==> src/rtl/riscp_pkg.sv <==
// Shared register-file types: index and word widths, register count, zero-register index.
package riscp_pkg;
    localparam int ADDR_W  = 3;
    localparam int DATA_W  = 16;
    localparam int REG_NUM = 1 << ADDR_W;

    typedef logic [ADDR_W-1:0] reg_idx_t;
    typedef logic [DATA_W-1:0] reg_word_t;

    localparam reg_idx_t REG_ZERO = 3'd0;
endpackage

==> src/rtl/reg_scoreboard.sv <==
// Per-register pending bits: set on issue, cleared on writeback, issue wins on a collision.
// Latency: busy/pend_vec are combinational from the state; state updates on the next edge.
module reg_scoreboard
    import riscp_pkg::*;
(
    input  logic               clk,
    input  logic               rst_n,
    input  logic               issue_en,
    input  reg_idx_t           issue_addr,
    input  logic               wr_en,
    input  reg_idx_t           wr_addr,
    input  reg_idx_t           rd_addr_a,
    input  reg_idx_t           rd_addr_b,
    output logic [REG_NUM-1:0] pend_vec,
    output logic               busy_a,
    output logic               busy_b
);
    // R0 has no pending flop at all, so it can never read back as busy.
    logic [REG_NUM-1:1] pending;

    always_ff @(posedge clk or negedge rst_n) begin
        if (!rst_n) begin
            pending <= '0;
        end else begin
            for (int i = 1; i < REG_NUM; i++) begin
                if (issue_en && issue_addr == reg_idx_t'(i))
                    pending[i] <= 1'b1;
                else if (wr_en && wr_addr == reg_idx_t'(i))
                    pending[i] <= 1'b0;
            end
        end
    end

    assign pend_vec = {pending, 1'b0};
    assign busy_a   = pend_vec[rd_addr_a];
    assign busy_b   = pend_vec[rd_addr_b];
endmodule

==> src/rtl/reg_file_3addr.sv <==
// 8x16 register file, two async read ports, one sync write port, RAW scoreboard.
// Optional same-cycle write-to-read forwarding under macro REGFILE_BYPASS_EN.
module reg_file_3addr
    import riscp_pkg::*;
(
    input  logic               clk,
    input  logic               rst_n,
    input  logic [ADDR_W-1:0]  rd_addr_a,
    output logic [DATA_W-1:0]  rd_data_a,
    output logic               busy_a,
    input  logic [ADDR_W-1:0]  rd_addr_b,
    output logic [DATA_W-1:0]  rd_data_b,
    output logic               busy_b,
    input  logic               wr_en,
    input  logic [ADDR_W-1:0]  wr_addr,
    input  logic [DATA_W-1:0]  wr_data,
    input  logic               issue_en,
    input  logic [ADDR_W-1:0]  issue_addr,
    output logic [REG_NUM-1:0] pend_vec
);
    reg_word_t regs [REG_NUM-1:1];
    reg_word_t stored_a, stored_b;
    logic      sb_busy_a, sb_busy_b;

    always_ff @(posedge clk or negedge rst_n) begin
        if (!rst_n) begin
            for (int i = 1; i < REG_NUM; i++) regs[i] <= '0;
        end else if (wr_en && wr_addr != REG_ZERO) begin
            regs[wr_addr] <= wr_data;
        end
    end

    assign stored_a = (rd_addr_a == REG_ZERO) ? '0 : regs[rd_addr_a];
    assign stored_b = (rd_addr_b == REG_ZERO) ? '0 : regs[rd_addr_b];

    reg_scoreboard u_sb (
        .clk        (clk),
        .rst_n      (rst_n),
        .issue_en   (issue_en),
        .issue_addr (issue_addr),
        .wr_en      (wr_en),
        .wr_addr    (wr_addr),
        .rd_addr_a  (rd_addr_a),
        .rd_addr_b  (rd_addr_b),
        .pend_vec   (pend_vec),
        .busy_a     (sb_busy_a),
        .busy_b     (sb_busy_b)
    );

`ifdef REGFILE_BYPASS_EN
    logic fwd_a, fwd_b;

    // Forwarding is gated by rst_n so outputs still read zero while reset is held.
    assign fwd_a = rst_n && wr_en && wr_addr == rd_addr_a && rd_addr_a != REG_ZERO;
    assign fwd_b = rst_n && wr_en && wr_addr == rd_addr_b && rd_addr_b != REG_ZERO;

    // A same-cycle issue to the forwarded index is a newer producer, so it stays busy.
    assign rd_data_a = fwd_a ? wr_data : stored_a;
    assign rd_data_b = fwd_b ? wr_data : stored_b;
    assign busy_a    = fwd_a ? (issue_en && issue_addr == rd_addr_a) : sb_busy_a;
    assign busy_b    = fwd_b ? (issue_en && issue_addr == rd_addr_b) : sb_busy_b;
`else
    assign rd_data_a = stored_a;
    assign rd_data_b = stored_b;
    assign busy_a    = sb_busy_a;
    assign busy_b    = sb_busy_b;
`endif
endmodule

==> config.mk <==
export PLATFORM = sky130hd
export DESIGN_NAME = reg_file_3addr
export DESIGN_NICKNAME = d
export VERILOG_FILES = /design/src/rtl/riscp_pkg.sv /design/src/rtl/reg_scoreboard.sv /design/src/rtl/reg_file_3addr.sv
export SDC_FILE = /design/constraint.sdc
export NUM_CORES = 1
export LEC_CHECK = 0
export ABC_CLOCK_PERIOD_IN_PS = 2500
export CORE_MARGIN = 4
export CORE_UTILIZATION = 50
export DETAILED_ROUTE_END_ITERATION = 10
export PLACE_DENSITY = 0.72
export RECOVER_POWER = 25
export SYNTH_ARGS = -nofsm -noshare
export SYNTH_HDL_FRONTEND = slang
export SYNTH_SLANG_ARGS = --single-unit
==> constraint.sdc <==
create_clock -name clk -period 2.5 [get_ports clk]
set_input_delay 0.75 -clock clk [delete_from_list [all_inputs] [get_ports clk]]
set_output_delay 0.75 -clock clk [all_outputs]
set_load 0.02 [all_outputs]
Word-level counts from Yosys, hierarchy flattened
Cells that the tools add are included.
Cells by class
  order comparisons: 4
  equality and inequality tests: 14
  multiplexer cells: 27
  reduce and logical (&&, ||, !) cells: 26
Operators with widths (number)
  $bwmux 112: 1
  $bmux 16 s3: 2
  $mux 16: 5
  $demux 16 s3: 1
  $eq 3x3->1 const B: 8
  $logic_and 1x1->1: 16
  $mux 1: 16
  $reduce_bool 2->1: 7
  $eq 3x2->1 const B: 4
  $lt 3x4->1 const B: 3
  $bmux 1 s3: 2
  $eq 3x1->1 const B: 2
  $logic_not 3->1: 2
  $ge 3x1->1 const B: 1
  $reduce_bool 3->1: 1
Word-level totals
  register bits: 119
  input port bits: 32
  output and inout port bits: 42

Longest topological paths before layout
  depth in word-level cells: 5
  gate-level depth with buffers: 6
  gate-level depth less buffers: 3

Cells and area by module
Synthesis repeated with hierarchy kept, for this count alone.
Second synthesis, totals
  cell total of the unflattened synthesis: 505
  area, all modules: 6702.7 µm²
By module, submodules not included
  reg_file_3addr: instances 1, cells an instance 460, area an instance 6276.0 µm², seq. area each 2802.7 µm²
  reg_scoreboard: instances 1, cells an instance 45, area an instance 426.7 µm², seq. area each 175.2 µm²

Worst setup path after synthesis
No wires, ideal clock.
  path type: input -> output
  start point: input port rd_addr_b[1]
  end point: output port rd_data_b[10]
  data arrival time: 1.994 ns
  required time: 1.750 ns
  path slack: -0.244 ns
  stages: 5
  cell sequence: buf_2 -> and2b_1 -> buf_2 -> a221oi_1 -> a221oi_1
On the way
  longest elaborated chain between the ends: 3
  elaborated cells between the ends (all ways): 4
  those cells by class: mux: 3; reduce/logical: 1
RTL lines
  from (decl): line reg_file_3addr.sv:11  | input logic [ADDR_W-1:0] rd_addr_b,
  $bmux 16 s3: line reg_file_3addr.sv:34  | assign stored_b = (rd_addr_b == REG_ZERO) ? '0 : regs[rd_addr_b];
  $mux 16 (implied by the code): line reg_file_3addr.sv:34
  $mux 16 (*): line reg_file_3addr.sv:34
  to (decl): line reg_file_3addr.sv:12  | output logic [DATA_W-1:0] rd_data_b,
Every way passes the cells marked *; elsewhere a longest branch is shown, timed or not. The select of a mux whose other input is x is not followed.

Final worst setup path
  start point: input port rd_addr_b[0]
  end point: output port rd_data_b[7]
Same word-level chain as after synthesis.

==> impl_metrics.env <==
export IMPL_reg2reg_depth=1
export IMPL_worst_ep_arrival_time_ps=1910
export IMPL_report_final_setup_viol=31
export IMPL_floorplan_initialDensity_pct=50.73
export IMPL_placementRows=42
export IMPL_maxClockFrequency_ghz=0.3760
export IMPL_rsz0062_at_grt="yes"
export IMPL_drt_wl_cell_um=24.97
export IMPL_globalRoute_totalOverflow=0
export IMPL_tritoncts_clock_tree="built"
export IMPL_post_route_min_period_ps=2660
export IMPL_grt_total_usage_pct=27.38
export IMPL_globalplace_congestion=0.8489
export IMPL_fp_dieArea_um2=15300
export IMPL_kind_of_start_point_of_the_critical_path="input pin"
export IMPL_timing_final_hold_violations=0
export IMPL_proportion_of_synthesized_chip_area_in_sequential_cells_pct=44.50
export IMPL_post_route_util_pct=74.21
export IMPL_final_net_count=643
export IMPL_synth_top_area_share_pct=44.50
export IMPL_worst_path_max_delay_cell="a221oi_4"
export IMPL_setup_worst_path_end_class="output port"
export IMPL_hpwl_um=12130
export IMPL_worst_skew_pair_late_latency_ps=410
export IMPL_netlist_top_cell_by_area="dfrtp_1"
export IMPL_grt_max_degree=71
export IMPL_io_buffer_count=72
export IMPL_route_detailed_drc=0
export IMPL_via_per_inst=6.272
export IMPL_setup_ws_ps=-159.7
export IMPL_drive_above_1_share_pct=59.65
export IMPL_first_pass_grt_wire_length_um=31130
export IMPL_postSynthNetCount=536
export IMPL_worst_hold_path_type="input pin to asynchronous set/reset pin"
export IMPL_drtPass1Iterations=4
export IMPL_synth_enable_flop_cells=0
export IMPL_number_of_buffers_created_by_cts=17
export IMPL_antenna_cells_inserted=0
export IMPL_critical_path_peak_fanout=8
export IMPL_timing_hold_ws_ps=169.3
export IMPL_power_w=0.007243
export IMPL_synthesis_area_per_instance_um2=13.28
export IMPL_placedInstanceArea_um2=8498
export IMPL_timing_worst_setup_path_type="input pin to output port"
export IMPL_timing_critical_path_buf_inv=4
export IMPL_antenna_left=0
export IMPL_ys_warn_count=0
export IMPL_crit_chain="buf_12, buf_6, and2b_2, buf_12, a221oi_4, a221oi_4, buf_6"
export IMPL_aggregate_routed_wire_length_um=19930
export IMPL_clock_sinks=119
export IMPL_area_inside_the_core_boundary_um2=13190
export IMPL_die_width_um=123.7
export IMPL_areaGrowthSynthToFinish_pct=46.28
export IMPL_synth_async_reset_ratio_pct=100.0
export IMPL_vias_in_the_first_global_route=5414
export IMPL_timing_clock_skew_ps=0
export IMPL_cellLeakagePower_nw=4.103
export IMPL_critical_path_top_delay_family="buffers and inverters"
export IMPL_worst_setup_path_endpoint="rd_data_b[7]"
export IMPL_totalNegativeSetupSlack_ps=-3339
export IMPL_synth_ff_type="dfrtp_1"
export IMPL_dr_total_vias=5005
export IMPL_reg_to_reg_slack_setup_ps=1620
export IMPL_power_density_cell_area_nw_per_um2=740.0
export IMPL_worst_slew_margin_rel_pct=-15.08
export IMPL_final_max_slew_viol_count=71
export IMPL_multi_input_logic_area_um2=4518
export IMPL_ctsLongestPathBuffers=2
export IMPL_clk_pin_slew_ps=50
export IMPL_area_sequential_um2=2978
export IMPL_die_y_um=123.7
export IMPL_violated_checks="max-capacitance violations, max-slew violations, negative setup slack"
export IMPL_reg2reg_to="regs[9]"
export IMPL_fillers=780
export IMPL_post_cts_hold_buffer_count=0
export IMPL_max_cap_violations=1
export IMPL_critical_path_rt_ps=1750
export IMPL_critical_path_max_stage_delay_ps=320
export IMPL_r2r_startpoint="regs[9]"
export IMPL_floorplan_io_pins=74
export IMPL_yosys_register_bits=119
export IMPL_tightest_slew_ps=1726
export IMPL_critical_path_depth=7
export IMPL_syn_instance_count=504
export IMPL_maximum_level_of_the_cts_h_tree=4
export IMPL_timing_startpoint_of_the_critical_path="rd_addr_b[0]"
export IMPL_ctsRootBufferMaster="clkbuf_16"
export IMPL_period_share_pct=106.4
export IMPL_synthesis_area_um2=6691
export IMPL_number_of_distinct_library_cell_variants_in_the_gate_level_netlist_after_synthesis=32
export IMPL_run_status="complete, but fails checks"
export IMPL_peakVddDrop_v=0.0004922
export IMPL_finish_instance_area_um2=9788
export IMPL_synthTopCellsByArea="dfrtp_1 45%, mux2_2 20%, mux2i_1 7.6%"
export IMPL_antenna_violations_before_repair=0
export IMPL_detailedRoute_firstIterationViolations=330
## final cells by class
class | count | share of cell area (%)
Clock buffer | 25 | 4.857
Clock inverter | 5 | 0.2557
Inverter | 4 | 0.1534
Multi-Input combinational cell | 332 | 46.16
Sequential cell | 119 | 30.42
Tap cell | 176 | 2.250
Timing Repair Buffer | 137 | 15.90
## sequential cells by signal (all words and copies together) (netlist names)
name          cells
regs            112
u_sb.pending      7
## cells in the mapped netlist (2+ instances only)
cell and number:
dfrtp_1 119, buf_2 18, inv_1 4, a221oi_1 49, o21ai_0 4, nand2b_1 4
a311oi_1 17, nor2b_1 20, mux2_1 2, nand2_1 7, buf_4 10, nand4b_4 3
mux2_2 117, o22ai_1 2, a211oi_1 17, and4bb_1 2, buf_12 2, clkbuf_1 10
mux2_4 27, buf_6 8, mux2i_1 51
## through the flow
stage | setup slack (ps) | instances
3_3_place_gp | -1245 | 759
4_1_cts | -156.5 | 796
6_report | -159.7 | 798
3_5_place_dp | -1296 | 759
5_1_grt | -196.7 | 798
2_1_floorplan | -98.54 | 504
## what timing repair did
action	CTS	global route
resized for setup	297	20
setup endpoints to repair	34	34
setup buffers	5	2
pin swaps	41	24
gates cloned	2	1
## placed cells by master, fill, tap and decap left out, types with 2 or more instances in the layout
cell type,Yosys,final
mux2_2,117,98
buf_16,0,4
nand2b_1,4,3
a211oi_2,0,12
mux2_1,2,2
mux2_4,27,46
buf_12,2,21
nor2b_4,0,4
clkbuf_16,0,18
buf_4,10,50
and4bb_1,2,2
mux2i_1,51,51
nor2b_1,20,10
dfrtp_1,119,119
nand2_1,7,7
clkinv_2,0,5
clkdlybuf4s50_1,0,31
o21ai_0,4,4
clkbuf_8,0,2
a311oi_2,0,7
buf_6,8,25
a221oi_2,0,10
inv_1,4,4
clkbuf_1,10,7
nand4b_4,3,3
o22ai_1,2,2
a311oi_4,0,10
nor2b_2,0,6
clkbuf_2,0,2
a211oi_1,17,5
a221oi_4,0,39
## cells by family after synthesis
family	Yosys count	synth area share (%)
muxes	197	33.71
DFF	119	44.50
AOI/OAI and AO/OA	93	11.46
buffers and inverters	53	5.254
and+or+nand+nor	41	5.011
other	1	0.05604
## power breakdown
group,total [W],internal (W),switching [W]
logic,0.00234,0.00129,0.00105
clock network,0.00213,0.00130,0.000832
registers,0.00278,0.00235,0.000425
total,0.00724,0.00494,0.00231
## routing by layer
metal / vias to the layer above / track usage, % / share of wire [%]
met5: - / 0 / 0
met4: 0 / 11.00 / 2.6
met3: 46 / 4.587 / 3.8
met2: 136 / 45.59 / 51
met1: 2631 / 35.57 / 42
li1: 2192 / - / -
## how the worst min path moves through the flow
stage | endpoint | slack [ps] | depth (start not counted)
floorplan | regs[0] | 450 | 0
global placement | regs[38] | 490 | 1
detailed placement | regs[45] | 510 | 1
CTS | u_sb.pending[4] | 130 | 1
global route | u_sb.pending[4] | 170 | 1
finish | u_sb.pending[4] | 170 | 1
No activity file was read; power rests on OpenSTA's default activity.
==> RTL change 1: new RTL, same flow settings <==
Change the package constant `ADDR_W` from 3 to 5.
--- a/src/rtl/riscp_pkg.sv
+++ b/src/rtl/riscp_pkg.sv
@@ -1,5 +1,5 @@
 // Shared register-file types: index and word widths, register count, zero-register index.
 package riscp_pkg;
-    localparam int ADDR_W  = 3;
+    localparam int ADDR_W  = 5;
     localparam int DATA_W  = 16;
     localparam int REG_NUM = 1 << ADDR_W;
Ports: changed (5 resized); port bits go from 74 to 106. No check against the original RTL was run, so the function may have changed too.
==> RTL change 1 against the original RTL <==
- the flow finishes with violations (negative setup slack)
- highest routed layer unchanged
- fmax down 19%
- cell area rose to 3.9 times the old value
- sequential cell count up 408
- total power rose to 3.9 times the old value
- sequential share of layout area up 4.3 points
- routed wire length rose to 5.2 times the old value
- area after synthesis rose to 4.2 times the old value
- largest power group unchanged
- setup slack worse by 0.64 ns
- critical endpoint is now busy_a
==> RTL change 1: results (changes against the original RTL) <==
metric,value,unit,change
synth_area_leaders,"dfrtp_1, mux2_2, mux4_2",,
track_usage,0.336,,+0.0621
cpMaxStageDelayCell,mux2i_1,,
wl_per_cell,31.2,microns,+25%
tns,-20.68,ns,-17.34 ns
avgSynthCellArea,14.2,sq um,+7.2%
hp-class,in2async,,
post_cts_resized,288,,-3.0%
syn_nets,2035,,+280%
outcome,"complete, but fails checks",,
path_delay_family,buffers and inverters,,
path_max_fanout,16,,+8
drt_first_pass_iters,6,,+2
via_per_inst,6.71,,+7.0%
clockBufferDepth,3,,+1
hpwlAfterDp,68800,microns,+470%
cts_max_level,2,,-2
io_buffer_count,104,,+44%
synth_commonest_cells,"dfrtp_1, mux2_2, mux4_2",,
finalSetupViolCount,34,,+9.7%
gp_congestion,0.994,,+17%
p_leak,17.2,nW,+320%
clk_latency,0.61,ns,+0.20 ns
nNetsFinal,2552,,+300%
ir_drop,586,uV,+19%
violations,negative setup slack,,
crit_path_max_incr_delay,0.38,ns,+0.06 ns
cts_setup_buffers,36,,+31
clk_pin_slew,0.06,ns,
numCtsBuffers,55,,+38
ys_seq_area_frac,0.465,,+0.0196
first_iter_violations,2791,,+750%
grt_pass1_vias,22900,,+320%
tightest_slew,1.44,ns,-0.287 ns
dp_cells,3128,,+310%
grt_max_degree,80,,+13%
routed_wl,103000,microns,+420%
ys_types,60,,+88%
cp_data_arrival_time,2.55,ns,+0.64 ns
fin_ws,-0.798,ns,-0.638 ns
place_ws,-1.28,ns,+0.0203 ns
reg_top3,"regs (496), u_sb.pending (31)",,
grt_pass1_wl,152000,microns,+390%
drive_gt1_frac,0.602,,+0.00573
[RTL change 1: cell count changes in the layout (fill, tap and decap cells not counted), moves of 33 or more]
| cell | before | now |
|---|---|---|
| mux2_2 | 98 | 501 |
| buf_12 | 21 | 95 |
| mux2i_1 | 51 | 103 |
| a221oi_4 | 39 | 0 |
| a22oi_1 | 0 | 48 |
| a22oi_2 | 0 | 33 |
| dfrtp_1 | 119 | 527 |
| clkbuf_16 | 18 | 64 |
| buf_4 | 50 | 410 |
| mux4_2 | 0 | 185 |
[RTL change 1: worst register-to-register path, stage by stage, from the launching register on]
cell and delay, ns:
dfrtp_1 0.39, buf_4 0.14, buf_4 0.12, mux2_2 0.25
[RTL change 1: final cells by class]
| cell class | instances | area [sq um] |
|---|---|---|
| timing repair buffer | 665 | 7070 |
| clock inverter | 20 | 269 |
| antenna | 1 | 2.50 |
| sequential | 527 | 13200 |
| multi-input combinational | 1251 | 14900 |
| tap | 756 | 946 |
| clock buffer | 79 | 1620 |
| fill | 3762 | 18300 |
| inverter | 12 | 45.0 |
[RTL change 1: cells by family (layout without fill, tap and decap cells)]
logic type	after synthesis	count (layout)	synth area share
other cells	1	2	0.000132
simple gates	187	188	0.0386
mux	821	821	0.397
compound gates	241	241	0.0627
buf+inv	218	776	0.0372
flops	527	527	0.465
[RTL change 1: metal layers]
| metal | track usage | share of wire | vias to the layer above |
|---|---|---|---|
| li1 | - | - | 8750 |
| met1 | 0.463 | 0.39 | 11600 |
| met2 | 0.497 | 0.44 | 1543 |
| met3 | 0.106 | 0.13 | 298 |
| met4 | 0.139 | 0.046 | 0 |
| met5 | 0 | 0 | - |
[RTL change 1: path summary, 6_finish.rpt]
check                                            from                    end  slack (ns)  cells past startpoint
worst max-delay path                     rd_addr_a[1]                 busy_a       -0.80                      9
worst min-delay path                            rst_n  regs[249]$_DFFE_PN0P_        0.41                      1
worst max register to register  regs[111]$_DFFE_PN0P_  regs[111]$_DFFE_PN0P_        1.49                      3
worst min register to register  regs[209]$_DFFE_PN0P_  regs[209]$_DFFE_PN0P_        0.53                      1
max in group asynchronous                       rst_n  regs[287]$_DFFE_PN0P_        0.23                      2
min in group clk                regs[209]$_DFFE_PN0P_  regs[209]$_DFFE_PN0P_        0.53                      1
[RTL change 1: through the flow]
step	cell area [sq um]	power (W)
floorplan	29000	0.0155
detailed placement	34300	0.0192
finish	38000	0.0286
global route	38000	0.0295
CTS	37300	0.0281
global placement	34300	0.0189
[RTL change 1: power by group]
part / internal (W) / switching, W
clock: 0.00510 / 0.00361
sequential: 0.0102 / 0.00130
combinational: 0.00469 / 0.00365
total: 0.0200 / 0.00857
==> RTL change 2: new RTL, same settings <==
Without the edit above. Reset style: synchronous (`rst_n`), changed in 2 clocked blocks. Comments in the files are not updated.
--- a/src/rtl/reg_scoreboard.sv
+++ b/src/rtl/reg_scoreboard.sv
@@ -19,5 +19,5 @@
     logic [REG_NUM-1:1] pending;
 
-    always_ff @(posedge clk or negedge rst_n) begin
+    always_ff @(posedge clk) begin
         if (!rst_n) begin
             pending <= '0;
--- a/src/rtl/reg_file_3addr.sv
+++ b/src/rtl/reg_file_3addr.sv
@@ -23,5 +23,5 @@
     logic      sb_busy_a, sb_busy_b;
 
-    always_ff @(posedge clk or negedge rst_n) begin
+    always_ff @(posedge clk) begin
         if (!rst_n) begin
             for (int i = 1; i < REG_NUM; i++) regs[i] <= '0;
Check against the original RTL: differs if rst_n is asserted again (counterexample within 4 cycles, from zero or initial values and one cycle with rst_n low); with rst_n held inactive, the same outputs for 4 cycles.
==> RTL change 2 against the original RTL <==
- the flow finishes with violations (negative setup slack)
- area after synthesis is 1.7% higher
- final cell count grew 4.4%
- critical path depth stayed put
- routed wire length grew 9.0%
- sequential cell count unchanged
- clock skew is the same
- global-route usage increased by 0.071 points
- utilization is 2.5 points lower
- register-to-register slack better by 0.04 ns
- setup slack lost 0.018 ns
- cell area decreased by 2.6%
- critical endpoint is now rd_data_b[12]
- largest cell class unchanged
- highest routed layer unchanged
Power is not compared: it rests on default switching activity, and its combinational part moved more than twofold at a synthesized area within 25%.
==> RTL change 2: results (changes against the original RTL) <==
metric,value,unit,change
outcome,"complete, but fails checks",,
violations,negative setup slack,,
r2r_end,u_sb.pending[6]$_SDFFE_PN0P_,,
cts_max_level,4,,unchanged
numCtsBuffers,17,,unchanged
drt_first_pass_iters,6,,+2
worstRegToRegCells,2,,+1
hpwlAfterDp,14600,microns,+21%
clk_latency,0.41,ns,about the same
async_flop_share,0,,-1.00
syn_nets,550,,+2.6%
place_area,8200,sq um,-3.5%
hp-class,reg2reg,,
reg_top3,"regs (112), u_sb.pending (7)",,
timing.rr.start,u_sb.pending[6]$_SDFFE_PN0P_,,
grt_pass1_vias,5413,,-0.018%
drive_gt1_frac,0.400,,-0.196
yosysWarnings,0,,unchanged
ys_seq_area_frac,0.515,,+0.0700
io_buffer_count,72,,unchanged
min_path_cells,2,,
avgSynthCellArea,13.1,sq um,-1.1%
wl_per_cell,26.1,microns,+4.4%
r2r_setup_slack,1.66,ns,+0.04 ns
synth_commonest_cells,"and2_1, edfxtp_1, mux2i_1",,
fillers,851,,+9.1%
maxSlewHeadroom,0.512,,+0.662
grt_max_degree,17,,-76%
via_per_inst,6.22,,-0.83%
final.setup_skew,0,ns,unchanged
path_max_fanout,8,,unchanged
nNetsFinal,677,,+5.3%
ir_drop,367,uV,
synth_area_leaders,"edfxtp_1, and2_1, mux2i_1",,
synthFlopType,edfxtp_1,,
cp_data_arrival_time,1.93,ns,+0.02 ns
synth_edf_count,112,,+112
gp_congestion,0.901,,+6.1%
final_cells,833,,+4.4%
ys_types,41,,+28%
antenna_cells,0,,unchanged
grt_pass1_wl,32300,microns,+3.7%
dp_cells,790,,+4.1%
fin_ws,-0.177,ns,-0.0176 ns
finalSetupViolCount,31,,unchanged
first_iter_violations,476,,+44%
drc_errors,0,,unchanged
track_usage,0.274,,+0.000708
hold_ws,0.559,ns,+0.390 ns
==> RTL change 2: cell count changes in the layout (fill, tap and decap cells not counted), sizes merged, moves of 8 or more <==
cell / before / now
nor2: 0 / 8
mux2: 146 / 34
buf: 102 / 110
o21ai: 4 / 14
edfxtp: 0 / 112
dfrtp: 119 / 0
and2: 1 / 113
==> RTL change 2: per-stage QoR <==
stage | TNS (ns) | total power [W] | setup slack, ns | utilization
2_1_floorplan | -0.369 | 0.00295 | -0.0800 | -
3_3_place_gp | -27.36 | 0.00338 | -0.992 | 0.617
3_5_place_dp | -27.78 | 0.00340 | -1.02 | 0.617
4_1_cts | -2.39 | 0.00616 | -0.164 | 0.702
5_1_grt | -3.36 | 0.00639 | -0.202 | 0.717
6_report | -2.48 | 0.00625 | -0.177 | 0.717
==> RTL change 2: critical path, stage by stage <==
cell and delay, ns:
buf_12 0.12, buf_12 0.15, buf_12 0.14, buf_12 0.13, mux2i_2 0.16, a311oi_2 0.27
buf_4 0.20
==> RTL change 2: layer usage <==
layer | track usage | vias up | share of wire
met4 | 0.106 | 0 | 0.033
met1 | 0.353 | 2577 | 0.42
met5 | 0 | - | 0
met2 | 0.441 | 277 | 0.47
met3 | 0.0780 | 69 | 0.077
li1 | - | 2258 | -
==> RTL change 2: power groups by stage <==
stage,logic (W),registers (W),clock network [W]
2_1_floorplan,0.000546,0.00240,0
3_3_place_gp,0.000963,0.00242,0
3_5_place_dp,0.000975,0.00243,0
4_1_cts,0.00108,0.00240,0.00269
5_1_grt,0.00119,0.00242,0.00278
6_report,0.00114,0.00241,0.00270
==> RTL change 2: worst max-delay path by stage <==
stage                      start             to  slack (ns)  depth (start not counted)
finish              rd_addr_b[0]  rd_data_b[12]       -0.18                          7
detailed placement  rd_addr_a[1]   rd_data_a[6]       -1.02                          6
global placement    rd_addr_a[1]   rd_data_a[5]       -0.99                          6
floorplan           rd_addr_b[1]  rd_data_b[15]       -0.08                          5
global route        rd_addr_b[0]  rd_data_b[12]       -0.20                          7
CTS                 rd_addr_b[0]   rd_data_b[6]       -0.16                          7
==> RTL change 2: area by class of cell <==
cell class	instances	share of cell area
clock inverters	14	0.0236
flip-flops and latches	119	0.368
inverters	2	0.000788
well taps	176	0.0231
repair buffers	151	0.167
clock buffers	17	0.0446
multi-input cells	354	0.373
==> RTL change 2: what timing repair did <==
item | 4_1_cts | 5_1_grt
setup endpoints to repair | 34 | 33
endpoints found under the hold margin | 0 | 0
setup buffers | 7 | 3
pin swaps | 34 | 26
gates resized for setup | 284 | 42
gates cloned | 2 | 0
==> RTL change 2: cell families after synthesis <==
group | Yosys count | share of synthesized area
other | 1 | 0.000551
AOI/OAI and AO/OA | 105 | 0.151
and+or+nand+nor | 163 | 0.146
muxes | 85 | 0.138
buffers and inverters | 45 | 0.0500
DFF | 119 | 0.515
